$ cat src/rtl/dht11_uart_formatter.sv
// dht11_uart_formatter
//
// Turns one DHT11 reading into the ASCII line
//   "H=<hum_int>.<hum_dec> T=<temp_int>.<temp_dec>" + terminator
// (or "ERR" + terminator when the reading failed its checksum) and streams
// it byte by byte into an 8N1 UART transmitter.
//
// Ports
//   clk        system clock, all state changes on the rising edge
//   reset      synchronous, active-high
//   hum_int    humidity integer part
//   hum_dec    humidity decimal part
//   temp_int   temperature integer part
//   temp_dec   temperature decimal part
//   chk_err    checksum failure, qualified by rd_valid
//   rd_valid   one-cycle pulse, reading fields valid this cycle
//   tx_data    byte to the transmitter
//   tx_send    one-cycle send request to the transmitter
//   tx_busy    transmitter busy
//   fmt_busy   a line is being converted or sent
//   drop_cnt   readings ignored while busy, saturating at 255
//   state_dbg  current FSM state (IDLE=0 .. WAIT_LO=5)
//
// Transmitter handshake: tx_data is loaded in LOAD and stays constant until
// the next LOAD. tx_send is high for exactly the one SEND cycle. The
// transmitter answers by raising tx_busy the following cycle; the byte is
// complete once tx_busy has been seen high (WAIT_HI) and then low (WAIT_LO).
// tx_busy is never looked at while tx_send is high.

module dht11_uart_formatter #(
  parameter int CRLF = 1
) (
  input  logic       clk,
  input  logic       reset,
  input  logic [7:0] hum_int,
  input  logic [7:0] hum_dec,
  input  logic [7:0] temp_int,
  input  logic [7:0] temp_dec,
  input  logic       chk_err,
  input  logic       rd_valid,
  output logic [7:0] tx_data,
  output logic       tx_send,
  input  logic       tx_busy,
  output logic       fmt_busy,
  output logic [7:0] drop_cnt,
  output logic [2:0] state_dbg
);

  typedef enum logic [2:0] {
    IDLE    = 3'd0,
    CONVERT = 3'd1,
    LOAD    = 3'd2,
    SEND    = 3'd3,
    WAIT_HI = 3'd4,
    WAIT_LO = 3'd5
  } state_t;

  // The line is laid out on 22 fixed character slots; slots that do not
  // print (suppressed leading zeros, CR when CRLF=0, the number slots of an
  // ERR line) are marked invalid and skipped by the pointer.
  //   0 'H'  1 '='  2..4 hum_int  5 '.'  6..8 hum_dec  9 ' '
  //   10 'T' 11 '=' 12..14 temp_int 15 '.' 16..18 temp_dec 20 CR 21 LF
  localparam int NSLOT = 22;

  state_t      state_q, state_d;
  logic [7:0]  lat_field [4];
  logic        lat_err;
  logic [4:0]  cnt_q;
  logic [19:0] dd_q;
  logic [11:0] bcd_q [4];
  logic [4:0]  ptr_q;
  logic [7:0]  tx_data_q;
  logic [7:0]  drop_q;

  logic [7:0]  field_val;
  logic [19:0] dd_src, dd_adj, dd_next;
  logic [7:0]  slot_chr [NSLOT];
  logic        slot_vld [NSLOT];
  logic        nxt_found;
  logic [4:0]  nxt_ptr;

  function automatic int base_of(input int f);
    // first digit slot of field f: 2, 6, 12, 16
    return 2 + 4 * f + ((f >= 2) ? 2 : 0);
  endfunction

  // Double-dabble: {bcd[11:0], bin[7:0]} adjusted then shifted once per
  // cycle. The first cycle of a field starts from the raw latched byte.
  always_comb begin
    field_val = lat_field[cnt_q[4:3]];
    dd_src    = (cnt_q[2:0] == 3'd0) ? {12'd0, field_val} : dd_q;
    dd_adj    = dd_src;
    for (int d = 0; d < 3; d++) begin
      if (dd_src[8 + 4 * d +: 4] >= 4'd5) begin
        dd_adj[8 + 4 * d +: 4] = dd_src[8 + 4 * d +: 4] + 4'd3;
      end
    end
    dd_next = {dd_adj[18:0], 1'b0};
  end

  // Character table for the latched reading.
  always_comb begin
    for (int i = 0; i < NSLOT; i++) begin
      slot_chr[i] = 8'h00;
      slot_vld[i] = 1'b0;
    end
    if (lat_err) begin
      slot_chr[0] = 8'h45; slot_vld[0] = 1'b1;  // E
      slot_chr[1] = 8'h52; slot_vld[1] = 1'b1;  // R
      slot_chr[2] = 8'h52; slot_vld[2] = 1'b1;  // R
    end else begin
      slot_chr[0]  = 8'h48; slot_vld[0]  = 1'b1;  // H
      slot_chr[1]  = 8'h3D; slot_vld[1]  = 1'b1;  // =
      slot_chr[5]  = 8'h2E; slot_vld[5]  = 1'b1;  // .
      slot_chr[9]  = 8'h20; slot_vld[9]  = 1'b1;  // space
      slot_chr[10] = 8'h54; slot_vld[10] = 1'b1;  // T
      slot_chr[11] = 8'h3D; slot_vld[11] = 1'b1;  // =
      slot_chr[15] = 8'h2E; slot_vld[15] = 1'b1;  // .
      for (int f = 0; f < 4; f++) begin
        slot_chr[base_of(f)]     = {4'h3, bcd_q[f][11:8]};
        slot_chr[base_of(f) + 1] = {4'h3, bcd_q[f][7:4]};
        slot_chr[base_of(f) + 2] = {4'h3, bcd_q[f][3:0]};
        // leading-zero suppression; the ones digit always prints
        slot_vld[base_of(f)]     = (bcd_q[f][11:8] != 4'd0);
        slot_vld[base_of(f) + 1] = (bcd_q[f][11:4] != 8'd0);
        slot_vld[base_of(f) + 2] = 1'b1;
      end
    end
    slot_chr[20] = 8'h0D; slot_vld[20] = (CRLF != 0);
    slot_chr[21] = 8'h0A; slot_vld[21] = 1'b1;
  end

  // Lowest printable slot above the current one.
  always_comb begin
    nxt_found = 1'b0;
    nxt_ptr   = 5'd0;
    for (int i = NSLOT - 1; i >= 0; i--) begin
      if (slot_vld[i] && (5'(i) > ptr_q)) begin
        nxt_found = 1'b1;
        nxt_ptr   = 5'(i);
      end
    end
  end

  always_comb begin
    state_d = state_q;
    case (state_q)
      IDLE:    if (rd_valid) state_d = chk_err ? LOAD : CONVERT;
      CONVERT: if (cnt_q == 5'd31) state_d = LOAD;
      LOAD:    state_d = SEND;
      SEND:    state_d = WAIT_HI;
      WAIT_HI: if (tx_busy) state_d = WAIT_LO;
      WAIT_LO: if (!tx_busy) state_d = nxt_found ? LOAD : IDLE;
      default: state_d = IDLE;
    endcase
  end

  always_ff @(posedge clk) begin
    if (reset) begin
      state_q   <= IDLE;
      lat_err   <= 1'b0;
      cnt_q     <= 5'd0;
      dd_q      <= 20'd0;
      ptr_q     <= 5'd0;
      tx_data_q <= 8'h00;
      drop_q    <= 8'd0;
      for (int f = 0; f < 4; f++) begin
        lat_field[f] <= 8'd0;
        bcd_q[f]     <= 12'd0;
      end
    end else begin
      state_q <= state_d;

      if (state_q == IDLE && rd_valid) begin
        lat_field[0] <= hum_int;
        lat_field[1] <= hum_dec;
        lat_field[2] <= temp_int;
        lat_field[3] <= temp_dec;
        lat_err      <= chk_err;
        cnt_q        <= 5'd0;
        ptr_q        <= 5'd0;
      end

      if (state_q != IDLE && rd_valid && drop_q != 8'hFF) begin
        drop_q <= drop_q + 8'd1;
      end

      if (state_q == CONVERT) begin
        cnt_q <= cnt_q + 5'd1;
        dd_q  <= dd_next;
        if (cnt_q[2:0] == 3'd7) begin
          bcd_q[cnt_q[4:3]] <= dd_next[19:8];
        end
      end

      if (state_q == LOAD) begin
        tx_data_q <= slot_chr[ptr_q];
      end

      if (state_q == WAIT_LO && !tx_busy && nxt_found) begin
        ptr_q <= nxt_ptr;
      end
    end
  end

  assign tx_data   = tx_data_q;
  assign tx_send   = (state_q == SEND);
  assign fmt_busy  = (state_q != IDLE);
  assign drop_cnt  = drop_q;
  assign state_dbg = state_q;

endmodule

$ cat config.mk
export PLATFORM = sky130hd
export DESIGN_NAME = dht11_uart_formatter
export DESIGN_NICKNAME = d
export VERILOG_FILES = /design/src/rtl/dht11_uart_formatter.sv
export SDC_FILE = /design/constraint.sdc
export NUM_CORES = 1
export LEC_CHECK = 0
export ABC_CLOCK_PERIOD_IN_PS = 7800
export CAP_MARGIN = 20
export CELL_PAD_IN_SITES_DETAIL_PLACEMENT = 0
export CELL_PAD_IN_SITES_GLOBAL_PLACEMENT = 1
export CORE_MARGIN = 1.5
export CORE_UTILIZATION = 49
export DETAILED_ROUTE_END_ITERATION = 8
export PLACE_DENSITY_LB_ADDON = 0.1
export RECOVER_POWER = 25
export SYNTH_ARGS = -nofsm -noshare
export SYNTH_HDL_FRONTEND = slang
export SYNTH_SLANG_ARGS = --single-unit
$ cat constraint.sdc
create_clock -name clk -period 7.8 [get_ports clk]
set_clock_uncertainty 0.15 [all_clocks]
set_input_delay 0.78 -clock clk [delete_from_list [all_inputs] [get_ports clk]]
set_output_delay 0.78 -clock clk [all_outputs]
set_load 0.005 [all_outputs]
==> summary.txt <==
Setup path
  – Worst setup SP type: flop
  – Worst Reg2Reg Path Length in Cells: 6
  – Critical Path Fanout Max: 29
  – Worst setup EP type: flop
  – Worst Path Required: 7710 ps
  – Arrival @ worst endpoint: 4100 ps
  – Kind of critical path: flop to flop

Floorplanning
  – Die height: 120 um
  – Core ar.: 13300 um2
  – Die ar.: 14500 um2
  – Top Ports: 58
  – Horiz. Die Dim: 120 um
  – FP Rows: 42
  – Initial Util: 50.4%

Timing
  – Max Fclk: 239 MHz
  – Fin. Hold Viols: 0
  – Unrepaired setup endpoints after global routing: no
  – Slew headroom: -16.9%
  – Slew of the pin with the lowest slew margin: 1750 ps
  – Period minus WS final: 4190 ps
  – Final worst setup slack: 3610 ps
  – Final setup violation count: 0
  – Final Cycle Share: 53.7%
  – Setup TNS: 0 ps
  – Max Slew Vio Count: 37

Route
  – WL final: 15900 um
  – DR WL/cell: 17.5 um
  – Residual DRC: 0
  – DR iter-0 viols: 477
  – Avg Vias per Cell: 5.75
  – DRT Pass-1 Iters: 7
  – Antenna Nets Post-Route: 0
  – Via count: 5242

Pwr
  – Flop pwr share: 43.5%
  – Pwr Density: 233 nW/um2
  – Clock network power share: 45.9%
  – Psw: 421 uW
  – Sw Share: 22.6%
  – Comb pwr share: 10.7%
  – Worst vdd ir: 0.209 mV
  – P_leak: 2.86 nW
  – Cell internal pwr: 1.44 mW
  – Pwr Total: 1.86 mW

Final layout
  – Final instance area: 8000 um2
  – Number of diodes: 0
  – Fin nets: 776
  – Synth-to-Final Area Change: 18.7%
  – Final Non-Filler Cells: 912
  – Layout cells sized above 1: 8.15%

Placement
  – GP Congestion: 0.884
  – Placed cell area: 7370 um2
  – Port buffer count: 56
  – DP HPWL: 11100 um
  – Post-place setup slack: 3730 ps
  – Inst Count DP: 880

Global routing
  – Remaining global-route overflow: 0
  – Vias in the first global route: 4936
  – First-pass GRT wire length: 25700 um
  – Largest net degree at the start of global routing: 49
  – Number of antenna violations at the first check in global routing: 0
  – Global Route Usage Sum: 23.3%

Synth
  – Library cells used by synthesis: 64
  – Mapped cell area: 6730 um2
  – Cell count after synthesis: 686
  – Ys async rst share: 0%
  – Commonest register cell after synthesis: edfxtp_1
  – Syn_nets: 739
  – Post-synth EDFFs: 80
  – #FFs+latches synth: 130
  – Sequential element share of the synthesized area: 50.5%
  – Post-Syn Area per Cell: 9.82 um2
  – Yosys warns: 0

CTS
  – Clock sinks: 130
  – Hold buffer count at cts: 0
  – Clk_lat worst skew: 420 ps
  – Postcts setup bufs: 0
  – Post-CTS Resized: 0
  – Clock tree buffer depth: 2
  – CTS Buf Count: 17
  – Clock transition at path regs: 50 ps
  – H-tree depth: 4
  – TritonCTS clock tree: done
  – Root Buffer: clkbuf_16

Run
  – Max Cap Violations: 1

Min path
  – Hold Crit Depth: 2
  – Hold WC Path Type: flop to flop

Outcome
  – Failing checks: max-capacitance violations, max-slew violations
  – Status: finished, violations left
synth_stat cells, drive strengths merged (7+ instances only):
cell type | instances | area (um2)
nor4 | 13 | 106
nor3 | 8 | 40.0
nand3 | 19 | 95.1
clkbuf | 27 | 101
mux4 | 8 | 180
buf | 21 | 114
xor2 | 8 | 70.1
nand2 | 67 | 251
nor2 | 119 | 447
edfxtp | 80 | 2400
a311oi | 9 | 78.8
nor2b | 11 | 68.8
mux2 | 9 | 101
a211oi | 10 | 75.1
o21ai | 25 | 125
a21oi | 38 | 190
mux2i | 10 | 100
or3 | 7 | 43.8
dfxtp | 50 | 1000
ha | 16 | 200
and2 | 36 | 225
inv | 13 | 48.8
worst max-delay path: stages (launching register included):
cell and delay [ps]:
dfxtp_1 580, nor2b_1 250, and2_0 150, clkbuf_1 850, nand3_1 670, or3b_1 730, nand2_1 440
cell families after synthesis:
group / Yosys count / synth area share [%]
AO/OA/AOI/OAI: 135 / 13.8
XOR/XNOR: 12 / 1.56
adder cells (fa/ha/maj): 16 / 2.97
buffers and inverters: 62 / 3.98
flip-flops: 130 / 50.5
multiplexers: 27 / 5.67
other: 1 / 0.0557
AND/OR/NAND/NOR: 303 / 21.4
routing by layer:
layer  up-vias  GRT usage, %  wire [um]
met3        32          4.15        944
met5         -             0          0
met1      2487          29.9       6810
met4         0          11.2        437
li1       2556             -          -
met2       167          38.3       7750
stage by stage:
step                      hold WS, ps  util [%]
after detailed placement          304      55.2
final                             310      59.9
after global routing              330      59.9
after global placement            294      55.2
after floorplan                   287         -
after CTS                         311      60.0
worst paths after layout:
check,startpoint,endpoint,slack (ps)
max reg2reg,state_dbg[0]$_SDFFE_PP0P_,bcd_q[1][4]$_SDFFCE_PN0P_,3610
min,dd_q[1]$_SDFFE_PP0P_,dd_q[1]$_SDFFE_PP0P_,310
min reg2reg,dd_q[1]$_SDFFE_PP0P_,dd_q[1]$_SDFFE_PP0P_,310
max,state_dbg[0]$_SDFFE_PP0P_,bcd_q[1][4]$_SDFFCE_PN0P_,3610
power by group through the flow:
| stage | sequential [mW] | clock, mW | combinational [mW] |
|---|---|---|---|
| floorplan | 0.814 | 0 | 0.134 |
| global placement | 0.821 | 0 | 0.200 |
| detailed placement | 0.824 | 0 | 0.203 |
| CTS | 0.810 | 0.861 | 0.204 |
| global route | 0.815 | 0.894 | 0.221 |
| finish | 0.809 | 0.854 | 0.199 |
cell type report:
type	instances	area (um2)
multi-input cells	494	3060
repair buffers	66	624
well taps	176	220
fillers	1150	5350
flip-flops and latches	130	3400
clock buffers	24	493
clock inverters	8	148
inverters	14	52.6
layout by cell type (no fill, tap or decap), types with 7 or more instances in the layout:
cell type / synthesis / final
a211oi_1: 10 / 10
a21oi_1: 38 / 38
a311oi_1: 9 / 9
and2_1: 35 / 32
buf_4: 1 / 7
clkbuf_1: 27 / 7
clkbuf_16: 0 / 18
clkdlybuf4s50_1: 0 / 40
dfxtp_1: 50 / 50
dlygate4sd3_1: 0 / 16
edfxtp_1: 80 / 80
ha_1: 16 / 16
inv_1: 12 / 12
mux2_2: 9 / 9
mux2i_1: 10 / 10
mux4_2: 8 / 8
nand2_1: 67 / 67
nand3_1: 19 / 19
nor2_1: 119 / 119
nor2b_1: 11 / 11
nor3_1: 8 / 8
nor4_1: 9 / 9
o21ai_0: 20 / 21
or3_1: 7 / 7
xor2_1: 8 / 8
sequential cells by signal, summed over array words and instances, names as in the netlist, named ones only:
name,cells
bcd_q,48
cnt_q,5
dd_q,19
drop_cnt,8
lat_err,1
lat_field,32
ptr_q,5
state_dbg,3
tx_data,7
No activity file was read; power rests on OpenSTA's default activity.
